$ cat src/rtl/seq_det_pkg.sv
// Shared widths, pattern typedef and helpers for the parameterised sequence detector.
// Optional detection counter is enabled with macro SEQ_DET_COUNT_EN.
package seq_det_pkg;

  localparam int SEQ_DIGIT_W = 4;
  localparam int SEQ_MAX_LEN = 16;
  localparam int SEQ_IDX_W   = $clog2(SEQ_MAX_LEN);
  localparam int SEQ_LEN_W   = SEQ_IDX_W + 1;
  localparam int CNT_W       = 16;

  typedef logic [SEQ_DIGIT_W-1:0] digit_t;
  typedef digit_t [SEQ_MAX_LEN-1:0] pattern_t;

  // Element 0 is the first digit of the pattern: 2,0,1,6,1,3,1,1.
  localparam pattern_t SEQ_DEFAULT = pattern_t'(64'h1131_6102);

  function automatic logic [CNT_W-1:0] sat_inc_cnt(input logic [CNT_W-1:0] v);
    return (v == '1) ? v : v + CNT_W'(1);
  endfunction

endpackage

$ cat src/rtl/seq_det_match.sv
// Combinational suffix comparator: the newest len digits (current digit plus history)
// against pattern[0..len-1]. Element 0 of the history is the most recent accepted digit.
module seq_det_match
  import seq_det_pkg::*;
#(
  parameter  int DIGIT_W = SEQ_DIGIT_W,
  parameter  int MAX_LEN = SEQ_MAX_LEN,
  localparam int IDX_W   = $clog2(MAX_LEN),
  localparam int LEN_W   = IDX_W + 1
) (
  input  logic [MAX_LEN-1:0][DIGIT_W-1:0] hist_i,
  input  logic [DIGIT_W-1:0]              num_i,
  input  logic [MAX_LEN-1:0][DIGIT_W-1:0] pat_i,
  input  logic [LEN_W-1:0]                len_i,
  output logic                            match_o
);

  logic [MAX_LEN-1:0][DIGIT_W-1:0] win;
  logic [LEN_W-1:0]                pidx;
  logic                            unused_oldest;

  // The oldest stored digit can never fall inside a window of at most MAX_LEN digits.
  assign unused_oldest = ^hist_i[MAX_LEN-1];

  always_comb begin
    win     = {hist_i[MAX_LEN-2:0], num_i};
    match_o = (len_i != '0) && (len_i <= LEN_W'(MAX_LEN));
    pidx    = '0;
    for (int i = 0; i < MAX_LEN; i++) begin
      if (LEN_W'(i) < len_i) begin
        pidx = len_i - LEN_W'(i) - LEN_W'(1);
        if (win[i] != pat_i[pidx[IDX_W-1:0]]) match_o = 1'b0;
      end
    end
  end

endmodule

$ cat src/rtl/seq_detector_param.sv
// Runtime-programmable digit sequence detector with Mealy detect output.
// Define SEQ_DET_COUNT_EN to enable the saturating det_count counter.
module seq_detector_param
  import seq_det_pkg::*;
#(
  parameter  int DIGIT_W     = SEQ_DIGIT_W,
  parameter  int MAX_LEN     = SEQ_MAX_LEN,
  parameter  int DEFAULT_LEN = 8,
  parameter  logic [MAX_LEN-1:0][DIGIT_W-1:0] DEFAULT_SEQ =
               (MAX_LEN*DIGIT_W)'(64'h1131_6102),
  localparam int IDX_W       = $clog2(MAX_LEN),
  localparam int LEN_W       = IDX_W + 1
) (
  input  logic               clk,
  input  logic               rst_n,
  input  logic               in_valid,
  input  logic [DIGIT_W-1:0] in_num,
  input  logic               overlap_en,
  input  logic               cfg_we,
  input  logic [IDX_W-1:0]   cfg_idx,
  input  logic [DIGIT_W-1:0] cfg_digit,
  input  logic [LEN_W-1:0]   cfg_len,
  output logic               detected,
  output logic [LEN_W-1:0]   fill,
  output logic [CNT_W-1:0]   det_count
);

  logic [MAX_LEN-1:0][DIGIT_W-1:0] hist_q, hist_d;
  logic [MAX_LEN-1:0][DIGIT_W-1:0] pat_q, pat_d;
  logic [LEN_W-1:0]                len_q, len_d;
  logic [LEN_W-1:0]                fill_q, fill_d;
  logic                            accept, fill_ok, match;

  assign accept   = in_valid & ~cfg_we;
  assign fill_ok  = ({1'b0, fill_q} + (LEN_W+1)'(1)) >= {1'b0, len_q};
  assign detected = rst_n & accept & fill_ok & match;
  assign fill     = fill_q;

  seq_det_match #(
    .DIGIT_W (DIGIT_W),
    .MAX_LEN (MAX_LEN)
  ) u_match (
    .hist_i  (hist_q),
    .num_i   (in_num),
    .pat_i   (pat_q),
    .len_i   (len_q),
    .match_o (match)
  );

  always_comb begin
    hist_d = hist_q;
    pat_d  = pat_q;
    len_d  = len_q;
    fill_d = fill_q;
    if (cfg_we) begin
      if ({1'b0, cfg_idx} < LEN_W'(MAX_LEN)) pat_d[cfg_idx] = cfg_digit;
      if (cfg_len != '0 && cfg_len <= LEN_W'(MAX_LEN)) len_d = cfg_len;
      fill_d = '0;
    end else if (in_valid) begin
      hist_d = {hist_q[MAX_LEN-2:0], in_num};
      // Non-overlap restarts the count so no digit serves two detections.
      if (detected && !overlap_en)         fill_d = '0;
      else if (fill_q != LEN_W'(MAX_LEN))  fill_d = fill_q + LEN_W'(1);
    end
  end

  always_ff @(posedge clk) begin
    if (!rst_n) begin
      hist_q <= '0;
      pat_q  <= DEFAULT_SEQ;
      for (int i = 0; i < MAX_LEN; i++) begin
        if (i >= DEFAULT_LEN) pat_q[i] <= '0;
      end
      len_q  <= LEN_W'(DEFAULT_LEN);
      fill_q <= '0;
    end else begin
      hist_q <= hist_d;
      pat_q  <= pat_d;
      len_q  <= len_d;
      fill_q <= fill_d;
    end
  end

`ifdef SEQ_DET_COUNT_EN
  logic [CNT_W-1:0] cnt_q, cnt_d;

  always_comb begin
    cnt_d = cnt_q;
    if (detected) cnt_d = sat_inc_cnt(cnt_q);
  end

  always_ff @(posedge clk) begin
    if (!rst_n) cnt_q <= '0;
    else        cnt_q <= cnt_d;
  end

  assign det_count = cnt_q;
`else
  assign det_count = '0;
`endif

endmodule
$ cat config.mk
export PLATFORM = sky130hd
export DESIGN_NAME = seq_detector_param
export DESIGN_NICKNAME = d
export VERILOG_FILES = /design/src/rtl/seq_det_pkg.sv /design/src/rtl/seq_det_match.sv /design/src/rtl/seq_detector_param.sv
export SDC_FILE = /design/constraint.sdc
export NUM_CORES = 1
export LEC_CHECK = 0
export ABC_AREA = 1
export CAP_MARGIN = 20
export CORE_MARGIN = 2
export CORE_UTILIZATION = 45
export CTS_BUF_LIST = sky130_fd_sc_hd__clkbuf_8
export DETAILED_ROUTE_END_ITERATION = 7
export SETUP_SLACK_MARGIN = 0.2
export SYNTH_ARGS = -nofsm -noshare
export SYNTH_HDL_FRONTEND = slang
export SYNTH_SLANG_ARGS = --single-unit
$ cat constraint.sdc
create_clock -name clk -period 4.86 [get_ports clk]
set_input_delay 0.972 -clock clk [delete_from_list [all_inputs] [get_ports clk]]
set_output_delay 0.972 -clock clk [all_outputs]
set_load 0.05 [all_outputs]
Yosys cells after proc, flatten, opt, wreduce, memory -nomap -nowiden
Cells that the tools add are included.
W data, S select, Z words.
{"block": "word_totals", "register_bits": 134, "latch_bits": 0, "mem_bits_rw": 0, "rom_bits": 0, "in_bits": 22, "out_inout_bits": 22, "wordCells": 206, "mem_count": 0}
{"block": "classes", "addsub": 32, "multipliers": 0, "n_div": 0, "magnitude_cmp": 37, "eq_ne": 17, "shifts": 0, "n_mux": 69, "bitwise_logic": 6, "reduce_logical": 12}
{"operator": "$bmux W4 S4", "count": 16}
{"operator": "$lt A4 B5 Y1 const B", "count": 17}
{"operator": "$mux W4", "count": 17}
{"operator": "$bwmux W64", "count": 1}
{"operator": "$ne A4 B4 Y1", "count": 16}
{"operator": "$sub A4 B1 Y4 const B", "count": 16}
{"operator": "$lt A4 B5 Y1 const A", "count": 8}
{"operator": "$mux W1", "count": 32}
{"operator": "$sub A4 B4 Y4 const B", "count": 8}
{"operator": "$lt A3 B5 Y1 const A", "count": 4}
{"operator": "$demux W4 S4", "count": 1}
{"operator": "$sub A4 B3 Y4 const B", "count": 4}
{"operator": "$le A5 B5 Y1 const B", "count": 2}
{"operator": "$lt A1 B5 Y1 const A", "count": 2}
{"operator": "$lt A2 B5 Y1 const A", "count": 2}
{"operator": "$mux W5", "count": 2}
{"operator": "$reduce_bool A5 Y1", "count": 2}
{"operator": "$sub A4 B2 Y4 const B", "count": 2}
{"operator": "$add A5 B1 Y6 const B", "count": 1}
{"operator": "$ge A6 B5 Y1", "count": 1}
{"operator": "$reduce_and A2 Y1", "count": 3}
{"operator": "$add A5 B1 Y5 const B", "count": 1}
{"operator": "$ne A5 B5 Y1 const B", "count": 1}
{"operator": "$and A1 B1 Y1", "count": 4}
{"operator": "6 further kinds", "count": 10}

Longest topological paths before layout
{"block": "depth", "depth_word": 40, "depth_mapped": 28, "mapped_depth_nobuf": 24}

Modules after synthesis
A second synthesis with hierarchy kept.
{"block": "unflattened", "hier_cells": 1740, "hier_area_um2": 10209.8}
{"mod": "seq_detector_param", "instances": 1, "cells_per_inst": 716, "area_each_um2": 5343.9, "seq_area_each_um2": 2762.6}
{"mod": "seq_det_match", "instances": 1, "cells_per_inst": 1024, "area_each_um2": 4865.9, "seq_area_each_um2": 0.0}

Least setup slack after synthesis
OpenSTA, ideal clock, no wires.
{"block": "synth_timing", "path_type": "register to output", "from": "register len_q[1]", "to": "output detected", "t_arrival_ns": 3.966, "t_required_ns": 3.888, "path_slack_ns": -0.078, "stages_incl_launch_ff": 22, "n_path_buf": 4, "path_cell_list": "dfxtp_1 -> buf_2 -> clkinv_1 -> buf_2 -> ha_1 -> buf_2 -> inv_2 -> nand2_1 -> nand2_1 -> buf_2 -> nand3_1 -> nand2_1 -> nand2_1 -> nand3_1 -> nand3_1 -> nand2_1 -> nand2_1 -> nor2_1 -> nand3_1 -> nand2_1 -> nand4_1 -> nor4_1"}
{"block": "synth_via", "elab_chain_cells": 37, "elab_cells_between_ends": 132, "cone_classes": "30 x add/sub; 18 x order compare; 16 x eq/ne; 64 x mux; 2 x bitwise; 2 x reduce/logical"}
{"item": "start: declaration", "line_no": "seq_detector_param.sv:30", "rtl": "logic [LEN_W-1:0] len_q, len_d;"}
{"item": "start signal: assignment", "line_no": "seq_detector_param.sv:74", "rtl": "len_q <= LEN_W'(DEFAULT_LEN);"}
{"item": "start signal: assignment", "line_no": "seq_detector_param.sv:79", "rtl": "len_q <= len_d;"}
{"item": "parallel branches: the longest is 36 deep, another holds $sub A4 B1 Y4"}
{"item": "$and A1 B1 Y1 *", "line_no": "seq_detector_param.sv:36", "rtl": "assign detected = rst_n & accept & fill_ok & match;"}
{"item": "end: declaration", "line_no": "seq_detector_param.sv:23", "rtl": "output logic detected,"}
Mark *: on every way between the ends. The select of a mux whose other input is x is not followed.

Worst setup path in the final report
{"block": "layout_timing", "from": "register len_q[0]", "to": "output detected"}
Same word-level chain as after synthesis.

==> flow_summary.toml <==
[run_status]
status = "finished clean"

[finish]
drive_gt1_share_pct = 5.358
areaGrowthSynthToFinish_pct = 8.831
stdcell_count = 2058
nets = 1799
n_antenna_cell = 0
fin_util_pct = 49.55

[logic_synthesis]
syn_area_per_cell_um2 = 5.768
ys_ff_latch = 134
ys_types = 34
syn-cell-area_um2 = 10210
yosysWarnings = 0
syn_inst = 1771
ys.flop_type = "dfxtp_1"
async_flop_share_pct = 0
ys_seq_area_share_pct = 26.26
synth_edf_count = 0

[sta]
hold_viol = 0
final.min_clock_period_ps = 4500
tns_ps = 0
tightest_slew_ps = 854.0
finalSetupViolations = 0
fmax_mhz = 222.2
fin_crit_sh_pct = 92.60
slew_violations = 0
rsz0062_at_grt = "false"
clock-skew-final_ps = 15.50
relSlewSlack_pct = 43.07

[grt]
grt_usage_pct = 37.23
grt_max_degree = 91
grt_pass1_wl_um = 66320
antenna_found_initial = 0
gr-total-overflow = 0
grt_pass1_vias = 10670

[hold_path]
hold_path_class = "register to register"
min_from = "hist_q[46]$_SDFFE_PN0P_"

[power]
leakage_nw = 5.218
power_density_nw_per_um2 = 338.4
ir_drop_v = 0.0001679
power_mw = 3.762

[drt]
met2WireLength_um = 19180
first_iter_violations = 1512
vias = 12110
wirelength_um = 44660
vias_per_cell = 5.886
ant_nets = 0
wire_per_inst_um = 21.70
wl_met3_um = 4156
drc = 0
maxUsedRoutingLayer = "met4"
firstDrtPassIters = 6
drt-met1-wl_um = 19080

[clock_tree]
clockBufferDepth = 2
cts_setup_buffers = 0
insertion_delay_ps = 470
path_clk_slew_ps = 100
cts_tree = "built"
numCtsBuffers = 17
root_buffer = "clkbuf_8"
h-tree-depth = 4
numClockSinks = 134

[floorplanning]
die_y_um = 154.7
core-area_um2 = 22430
io_pins = 44
row_count = 55
die_x_um = 154.7
initial_utilization_pct = 45.53
dieArea_um2 = 23920

[placement]
io_buffers = 27
dp_hpwl_um = 34770
place_inst = 2025
gp_congestion = 1.066

[critical_path]
ff2ff_setup_slack_ps = 1510
r2r_start = "len_q[1]$_SDFFE_PN0P_"
start_kind = "register"
critPathArrivalTime_ps = 3530
crit_start = "len_q[0]$_SDFFE_PN0P_"
setup.worst_path.class = "register to output port"
crit_fanout = 32
critPathRequiredTime_ps = 3890
cp-end-kind = "output port"

[run]
cap_violations = 0
[final cells by class]
class | instances | area [um^2]
multi-input combinational | 1442 | 6719
timing repair buffer | 51 | 510.5
fill | 2428 | 11320
clock buffer | 17 | 234.0
tap | 285 | 356.6
clock inverter | 15 | 177.7
sequential | 134 | 2685
inverter | 114 | 434.2
[cell usage after synthesis (2+ instances only)]
library cell	n	share of area, %
a21oi_1	71	3.5
a31oi_1	2	0.12
and2_1	3	0.18
buf_1	2	0.074
buf_2	26	1.3
buf_4	18	1.3
buf_6	6	0.66
clkbuf_1	43	1.6
dfxtp_1	134	26
ha_1	17	2.1
inv_1	107	3.9
inv_2	6	0.22
nand2_1	511	19
nand2_2	8	0.49
nand3_1	454	22
nand3b_1	23	1.7
nand4_1	6	0.37
nor2_1	181	6.7
nor2_2	4	0.24
o21a_1	2	0.15
o21ai_0	123	6.0
xor2_1	9	0.77
xor2_2	4	0.64
[final timing paths]
| kind | cells after the start | endpoint |
|---|---|---|
| worst max-delay path | 16 | detected |
| worst min-delay path | 2 | hist_q[50]$_SDFFE_PN0P_ |
| worst max register to register | 25 | fill[1]$_SDFFE_PP0P_ |
| worst min register to register | 2 | hist_q[50]$_SDFFE_PN0P_ |
[power breakdown]
part	leakage (nW)	total, mW	switching [mW]	internal, mW
clock	0.203	1.04	0.604	0.437
sequential	1.09	1.21	0.0627	1.15
combinational	3.92	1.51	1.05	0.459
[registers in the layout (all words and copies together), names as in the netlist]
name and flops:
fill 5, hist_q 60, len_q 5, pat_q 64
[worst max-delay path, cell delays in order, from the launching register on]
cell      delay [ps]
dfxtp_2          440
inv_2             90
ha_2             430
buf_6            280
nand3_1          200
nand3_1          180
nand3_1          120
nand3b_1         110
nand2_1           60
nor2_1           140
nand2_1          130
nand2_1          130
nand2_1           80
nor2_2           100
nand4_1          150
nor4_4           240
buf_12           180
[what timing repair did]
item / in CTS / in global routing
endpoints found under the setup margin: 0 / 1
hold buffers: 0 / 0
resized for setup: 0 / 21
[layer usage]
metal	track usage [%]	up-vias
met2	56.63	594
met1	51.81	5605
met4	17.15	0
met5	0	-
li1	-	5826
met3	5.828	89
[stage by stage]
stage | worst slack [ps] | area [um^2] | hold WS, ps
final | 359.6 | 11120 | 497.9
after global routing | 199.3 | 11120 | 525.4
after CTS | 228.0 | 11010 | 490.5
after detailed placement | 740.4 | 10590 | 479.6
after global placement | 712.2 | 10590 | 470.7
after floorplan | 498.7 | 10280 | 437.1
[layout by cell type, fill, tap and decap left out, drive strengths merged, types with 2 or more instances in the layout]
cell             n
nand2          520
nand3          455
nor2           185
dfxtp          134
o21ai          123
inv            121
a21oi           71
clkdlybuf4s50   25
buf             24
nand3b          23
clkbuf          19
ha              17
conb            16
xor2            13
nand4            6
clkinv           4
clkinvlp         3
and2             3
o21a             2
a31oi            2
[kinds of logic (layout without fill, tap and decap cells)]
| logic type | count (synthesis) | in the layout | share of synthesized area (%) |
|---|---|---|---|
| simple gates | 1196 | 1196 | 51.10 |
| buf+inv | 210 | 197 | 9.174 |
| compound gates | 200 | 200 | 9.934 |
| flops | 134 | 134 | 26.26 |
| fa+ha+maj | 17 | 17 | 2.082 |
| xor+xnor | 13 | 13 | 1.409 |
| other cells | 1 | 16 | 0.03671 |
Note: power is estimated with default switching activity, not from simulation.
